--- src/rtl/frame_scheduler.sv ---
// rtl/frame_scheduler.sv - frame load / filter / drain / readout sequencer for the binary median filter
// Optional macro BORDER_COPY_EN: loaded pixels are mirrored into dst so uncovered border pixels equal the input.
module frame_scheduler #(
  parameter int IMAGE_WIDTH  = 240,
  parameter int IMAGE_HEIGHT = 180,
  parameter int DRAIN_CYCLES = 8
) (
  input  logic        clk,
  input  logic        reset,
  input  logic        loadValid,
  input  logic        loadData,
  output logic        loadReady,
  output logic        filterStart,
  input  logic        filterReady,
  input  logic        filterDone,
  input  logic [7:0]  filterX,
  input  logic [7:0]  filterY,
  input  logic        medianWe,
  input  logic [7:0]  medianX,
  input  logic [7:0]  medianY,
  input  logic        medianData,
  output logic [15:0] srcAddr,
  output logic        srcWe,
  output logic        srcWdata,
  output logic [15:0] dstAddr,
  output logic        dstWe,
  output logic        dstWdata,
  input  logic        dstRdata,
  output logic        outValid,
  output logic        outData,
  input  logic        outReady,
  output logic        busy,
  output logic [7:0]  frameCount
);

  typedef enum logic [2:0] {
    S_LOAD    = 3'd0,
    S_START   = 3'd1,
    S_FILTER  = 3'd2,
    S_DRAIN   = 3'd3,
    S_READOUT = 3'd4
  } state_t;

  localparam logic [15:0] WIDTH16    = 16'(IMAGE_WIDTH);
  localparam logic [15:0] LAST_ADDR  = 16'(IMAGE_WIDTH * IMAGE_HEIGHT - 1);
  localparam logic [15:0] DRAIN_LAST = 16'(DRAIN_CYCLES - 1);

  state_t      state, state_next;
  logic [15:0] pixel_count;
  logic [15:0] drain_count;
  logic [15:0] read_addr;
  logic [15:0] filter_addr;
  logic        rd_pending;
  logic        out_valid_q;
  logic        out_data_q;
  logic [7:0]  frame_count_q;

  logic load_fire, load_last, out_fire, out_last, drain_last;

  function automatic logic [15:0] linear(input logic [7:0] x, input logic [7:0] y);
    return {8'd0, y} * WIDTH16 + {8'd0, x};
  endfunction

  assign load_fire  = (state == S_LOAD) && loadValid;
  assign load_last  = load_fire && (pixel_count == LAST_ADDR);
  assign out_fire   = (state == S_READOUT) && out_valid_q && outReady;
  assign out_last   = out_fire && (read_addr == LAST_ADDR);
  assign drain_last = (state == S_DRAIN) && (drain_count == DRAIN_LAST);

  always_ff @(posedge clk or negedge reset) begin
    if (!reset) state <= S_LOAD;
    else        state <= state_next;
  end

  always_comb begin
    state_next = state;
    case (state)
      S_LOAD:    if (load_last)   state_next = S_START;
      S_START:   if (filterReady) state_next = S_FILTER;
      S_FILTER:  if (filterDone)  state_next = S_DRAIN;
      S_DRAIN:   if (drain_last)  state_next = S_READOUT;
      S_READOUT: if (out_last)    state_next = S_LOAD;
      default:                    state_next = S_LOAD;
    endcase
  end

  // rd_pending marks the cycle in which dst read data for read_addr is on dstRdata.
  always_ff @(posedge clk or negedge reset) begin
    if (!reset) begin
      pixel_count   <= '0;
      drain_count   <= '0;
      read_addr     <= '0;
      filter_addr   <= '0;
      rd_pending    <= 1'b0;
      out_valid_q   <= 1'b0;
      out_data_q    <= 1'b0;
      frame_count_q <= '0;
    end else begin
      if (load_fire)
        pixel_count <= load_last ? 16'd0 : pixel_count + 16'd1;

      if (state == S_FILTER)
        filter_addr <= linear(filterX, filterY);

      if (state == S_FILTER && filterDone) drain_count <= '0;
      else if (state == S_DRAIN)           drain_count <= drain_count + 16'd1;

      if (drain_last) begin
        read_addr   <= '0;
        rd_pending  <= 1'b0;
        out_valid_q <= 1'b0;
      end

      if (state == S_READOUT) begin
        if (out_fire) begin
          out_valid_q <= 1'b0;
          if (out_last) begin
            frame_count_q <= frame_count_q + 8'd1;
            rd_pending    <= 1'b0;
          end else begin
            read_addr  <= read_addr + 16'd1;
            rd_pending <= 1'b1;
          end
        end else if (rd_pending) begin
          out_data_q  <= dstRdata;
          out_valid_q <= 1'b1;
          rd_pending  <= 1'b0;
        end else if (!out_valid_q) begin
          rd_pending <= 1'b1;
        end
      end
    end
  end

  always_comb begin
    loadReady   = (state == S_LOAD);
    filterStart = (state == S_START) && filterReady;
    srcAddr     = '0;
    srcWe       = 1'b0;
    srcWdata    = 1'b0;
    dstAddr     = '0;
    dstWe       = 1'b0;
    dstWdata    = 1'b0;
    case (state)
      S_LOAD: begin
        srcAddr  = pixel_count;
        srcWe    = loadValid;
        srcWdata = loadData;
`ifdef BORDER_COPY_EN
        dstAddr  = pixel_count;
        dstWe    = loadValid;
        dstWdata = loadData;
`endif
      end
      S_FILTER, S_DRAIN: begin
        srcAddr  = filter_addr;
        dstAddr  = linear(medianX, medianY);
        dstWe    = medianWe;
        dstWdata = medianData;
      end
      // On a handshake the next read is issued in the same cycle to sustain two cycles per pixel.
      S_READOUT: dstAddr = out_fire ? read_addr + 16'd1 : read_addr;
      default: ;
    endcase
  end

  assign outValid   = out_valid_q;
  assign outData    = out_data_q;
  assign busy       = !((state == S_LOAD) && (pixel_count == 16'd0));
  assign frameCount = frame_count_q;

endmodule

--- config.mk ---
export PLATFORM = sky130hd
export DESIGN_NAME = frame_scheduler
export DESIGN_NICKNAME = d
export VERILOG_FILES = /design/src/rtl/frame_scheduler.sv
export SDC_FILE = /design/constraint.sdc
export NUM_CORES = 1
export LEC_CHECK = 0
export CORE_ASPECT_RATIO = 1.5
export CORE_MARGIN = 2
export CORE_UTILIZATION = 50
export CTS_BUF_LIST = sky130_fd_sc_hd__clkbuf_4 sky130_fd_sc_hd__clkbuf_8 sky130_fd_sc_hd__clkbuf_16
export CTS_CLUSTER_DIAMETER = 100
export DETAILED_ROUTE_END_ITERATION = 10
export HOLD_SLACK_MARGIN = 0.06
export PLACE_DENSITY = 0.74
export SYNTH_ARGS = -nofsm -noshare
export SYNTH_HDL_FRONTEND = slang
export SYNTH_SLANG_ARGS = --single-unit
--- constraint.sdc ---
create_clock -name clk -period 7.8 [get_ports clk]
set_input_delay 1.17 -clock clk [delete_from_list [all_inputs] [get_ports clk]]
set_output_delay 1.17 -clock clk [all_outputs]
set_load 0.05 [all_outputs]
==> key figures, run 1 <==
Route
  – Routed len/inst: 15.87 µm
  – Routed vias: 5,458
  – DRT iter0 DRCs: 340
  – TritonRoute pass-1 iters: 5
  – Final wirelength: 15.05 mm
  – DR vias/cell: 5.757
  – Antenna Nets Post-Route: 0
  – Residual DRC: 0

Worst setup path
  – CP max stage cell: clkdlybuf4s50_1
  – Reg-to-reg startpoint: state[0]$_DFFE_PN0P_
  – Setup crit end kind: output port
  – Critical Path RT: 6.63 ns
  – Crit Path Category: input port to output port
  – CP max stage delay: 0.84 ns
  – FF-to-FF setup slack: 4.71 ns
  – CP arrival: 5.79 ns
  – RR Endpoint: read_addr[13]$_DFF_PN0_
  – CP startpoint: medianY[0]
  – Worst reg-to-reg path cell count: 7
  – CP Launch Type: input port
  – Crit-path cells: clkdlybuf4s50_1 > fa_1 > fa_1 > inv_1 > fa_1 > inv_1 > ha_1 > a21oi_1 > a2111oi_2 > nand4_1 > nor4b_2 > xor2_1 > o22ai_1 > clkdlybuf4s50_1
  – Crit Path Max Fanout: 4
  – Worst Setup EP: dstAddr[15]
  – Cell mode on critical path: fa_1

Clock network
  – Clock sink count: 78
  – Worst-skew pair later-pin latency: 0.34 ns
  – Postcts setup bufs: 0
  – PostCTS Resize Cnt: 0
  – Hold buffers post-CTS: 0
  – # H-tree levels: 3
  – Root buffer cell: clkbuf_16
  – Clock transition at path regs: 0.05 ns
  – CTS tree: yes
  – CTS Buffer Depth: 2
  – CTS Buf Count: 9

Pwr
  – P per Cell Area: 196.9 nW/µm²
  – Internal power of the cells: 0.0009331 W
  – Flop pwr share: 28.9%
  – Net Sw Frac: 38.81%
  – Static Leakage: 3.350 nW
  – Psw: 0.0005919 W
  – Worst vdd ir: 0.1112 mV
  – Clock power share: 26.3%
  – Comb power frac: 44.8%

STA
  – Finish-stage setup viols: 0
  – Worst setup margin: 0.8448 ns
  – Setup TNS: 0 ns
  – Worst-Margin Slew: 1.106 ns
  – Fin. Hold Viols: 0
  – RSZ-0062 raised after global routing: false
  – Final slew viol count: 0
  – Max Freq: 0.1438 GHz
  – Final worst path period need: 6.955 ns
  – Part of the cycle the worst path needs: 89.17%
  – Relative slew slack: 26.29%
  – Final Skew: 0.009683 ns

Placement
  – Pre-CTS WS: 0.8340 ns
  – Hpwl dp: 11.77 mm
  – GP Congestion: 0.9137
  – Buffers on Ports: 90

Cells and area
  – Area growth syn-to-layout: 20.17%
  – Layout Nets: 900
  – Footprint of the multi-input gates: 4198 µm²
  – Most frequent cells in the layout: clkdlybuf4s50_1 (89), dfrtp_1 (78), nor2_1 (57)
  – Layout cell share with drive strength beyond 1: 7.323%
  – FF/Latch Area: 1952 µm²
  – Fillers: 1,097
  – Commonest non-fill, non-tap cell in the layout: clkdlybuf4s50_1
  – N_diodes: 0

Die
  – Die area: 13,830 µm²
  – Core area: 12,510 µm²
  – # IOs: 91
  – Die width: 96.70 µm
  – Die height: 143.1 µm
  – Initial core utilization: 51.51%
  – FP Rows: 50

GRT
  – Global-route wire length before repair: 26.15 mm
  – Antenna violations before repair: 0
  – Total GRT Usage: 22.71%
  – Largest net degree at the start of global routing: 79
  – Vias in the first global route: 5,628
  – GRT overflow: 0

Logic synthesis
  – Yosys warns: 0
  – Synth Flop Type: dfrtp_1
  – Post-synth EDFFs: 0
  – Synth Net Count: 820
  – Post-synth top area share: 30.29%
  – Post-Syn Instances: 707
  – Synth top area cells: dfrtp_1 (30%), fa_1 (8.7%), ha_1 (8.3%), xnor2_1 (6.0%), xor2_1 (4.5%)
  – Synth area leader: dfrtp_1
  – Post-Syn Area per Cell: 9.116 µm²
  – Mapped cell area: 6445 µm²
  – Sequential fraction of the synthesis area: 30.29%
  – Distinct cells, synth: 67
  – Synth Register Bits: 78
  – FFs w/ async S/R, synth: 100.0%

Worst hold path
  – Type of the worst min-delay path: register to register
  – Hold_sp: frameCount[7]$_DFFE_PN0P_

Run status
  – Outcome: finished, final reports clean

Job
  – Max-cap viol count: 0
-- kinds of logic after synthesis --
| logic type | Yosys count | synth area share (%) |
|---|---|---|
| adder cells (fa/ha/maj) | 71 | 17.05 |
| XOR/XNOR | 78 | 10.72 |
| buffers and inverters | 75 | 4.659 |
| multiplexers | 12 | 2.058 |
| flip-flops | 78 | 30.29 |
| AND/OR/NAND/NOR | 250 | 20.58 |
| AO/OA/AOI/OAI | 143 | 14.66 |
-- critical path, delay by kind of cell --
family	cells	cell delay, ns
compound gates	3	0.69
simple gates	2	0.48
buf+inv	4	1.42
fa+ha+maj	4	1.91
xor+xnor	1	0.11
-- cell usage after synthesis (7+ instances only) --
master	number
xor2_1	33
nand4_1	15
ha_1	43
a21o_1	8
dfrtp_1	78
fa_1	28
buf_2	7
o21ai_0	37
a21oi_1	36
nand2_1	56
xnor2_1	44
and3_1	15
o31ai_1	8
nor4_1	7
nor2_1	57
nor3_1	12
clkbuf_1	15
nand3_1	34
o22ai_1	9
and2_1	11
a22o_1	19
inv_1	52
mux2_2	10
-- sequential cells by signal (all words and copies together), names as in the netlist --
name         cells
drain_count     16
pixel_count     16
outValid         1
state            3
frameCount       8
read_addr       16
rd_pending       1
outData          1
filter_addr     16
-- routing by layer --
layer / part of all wire, % / track usage [%] / routed length, µm / vias to the layer above
li1: - / - / - / 2656
met1: 38 / 24.47 / 5669 / 2651
met2: 56 / 44.08 / 8362 / 129
met3: 4.5 / 4.063 / 679 / 22
met4: 2.2 / 8.080 / 334 / 0
met5: 0 / 0 / 0 / -
-- through the flow --
step | total power (W) | utilization (%) | cell area (µm²) | hold WS, ns | std cells
after floorplan | 0.0009621 | - | 6445 | 0.4731 | 707
after global placement | 0.001112 | 59.57 | 7453 | 0.4625 | 932
after detailed placement | 0.001132 | 59.57 | 7453 | 0.4859 | 932
after CTS | 0.001536 | 61.90 | 7745 | 0.4969 | 948
after global routing | 0.001633 | 61.90 | 7745 | 0.5177 | 948
final | 0.001525 | 61.90 | 7745 | 0.4851 | 948
-- worst min path at each step --
stage / to / slack [ns] / depth (start not counted)
final: frameCount[7]$_DFFE_PN0P_ / 0.49 / 1
after global routing: frameCount[6]$_DFFE_PN0P_ / 0.52 / 1
after CTS: frameCount[7]$_DFFE_PN0P_ / 0.50 / 1
after detailed placement: frameCount[7]$_DFFE_PN0P_ / 0.49 / 1
after global placement: frameCount[7]$_DFFE_PN0P_ / 0.46 / 1
after floorplan: read_addr[14]$_DFF_PN0_ / 0.47 / 1
-- power by group through the flow --
| stage | sequential (W) | combinational [W] | clock [W] |
|---|---|---|---|
| 6_report | 0.000440 | 0.000683 | 0.000402 |
| 5_1_grt | 0.000443 | 0.000763 | 0.000427 |
| 4_1_cts | 0.000440 | 0.000687 | 0.000408 |
| 3_5_place_dp | 0.000447 | 0.000684 | 0 |
| 3_3_place_gp | 0.000446 | 0.000666 | 0 |
| 2_1_floorplan | 0.000461 | 0.000501 | 0 |
-- area by class of cell --
cell class / count / area share, %
flip-flops and latches: 78 / 25.20
well taps: 156 / 2.520
clock inverters: 4 / 0.4039
inverters: 52 / 2.520
repair buffers: 92 / 11.79
clock buffers: 12 / 3.360
multi-input cells: 554 / 54.20
Power figures use the tool's default switching activity.
==> inputs of run 2 (changes only) <==
--- a/config.mk
+++ b/config.mk
@@ -16,3 +16,4 @@
 export SYNTH_ARGS = -nofsm -noshare
 export SYNTH_HDL_FRONTEND = slang
 export SYNTH_SLANG_ARGS = --single-unit
+export TNS_END_PERCENT = 20
==> results of run 2 <==
Final layout, timing and power as in run 1 (identical DEF).
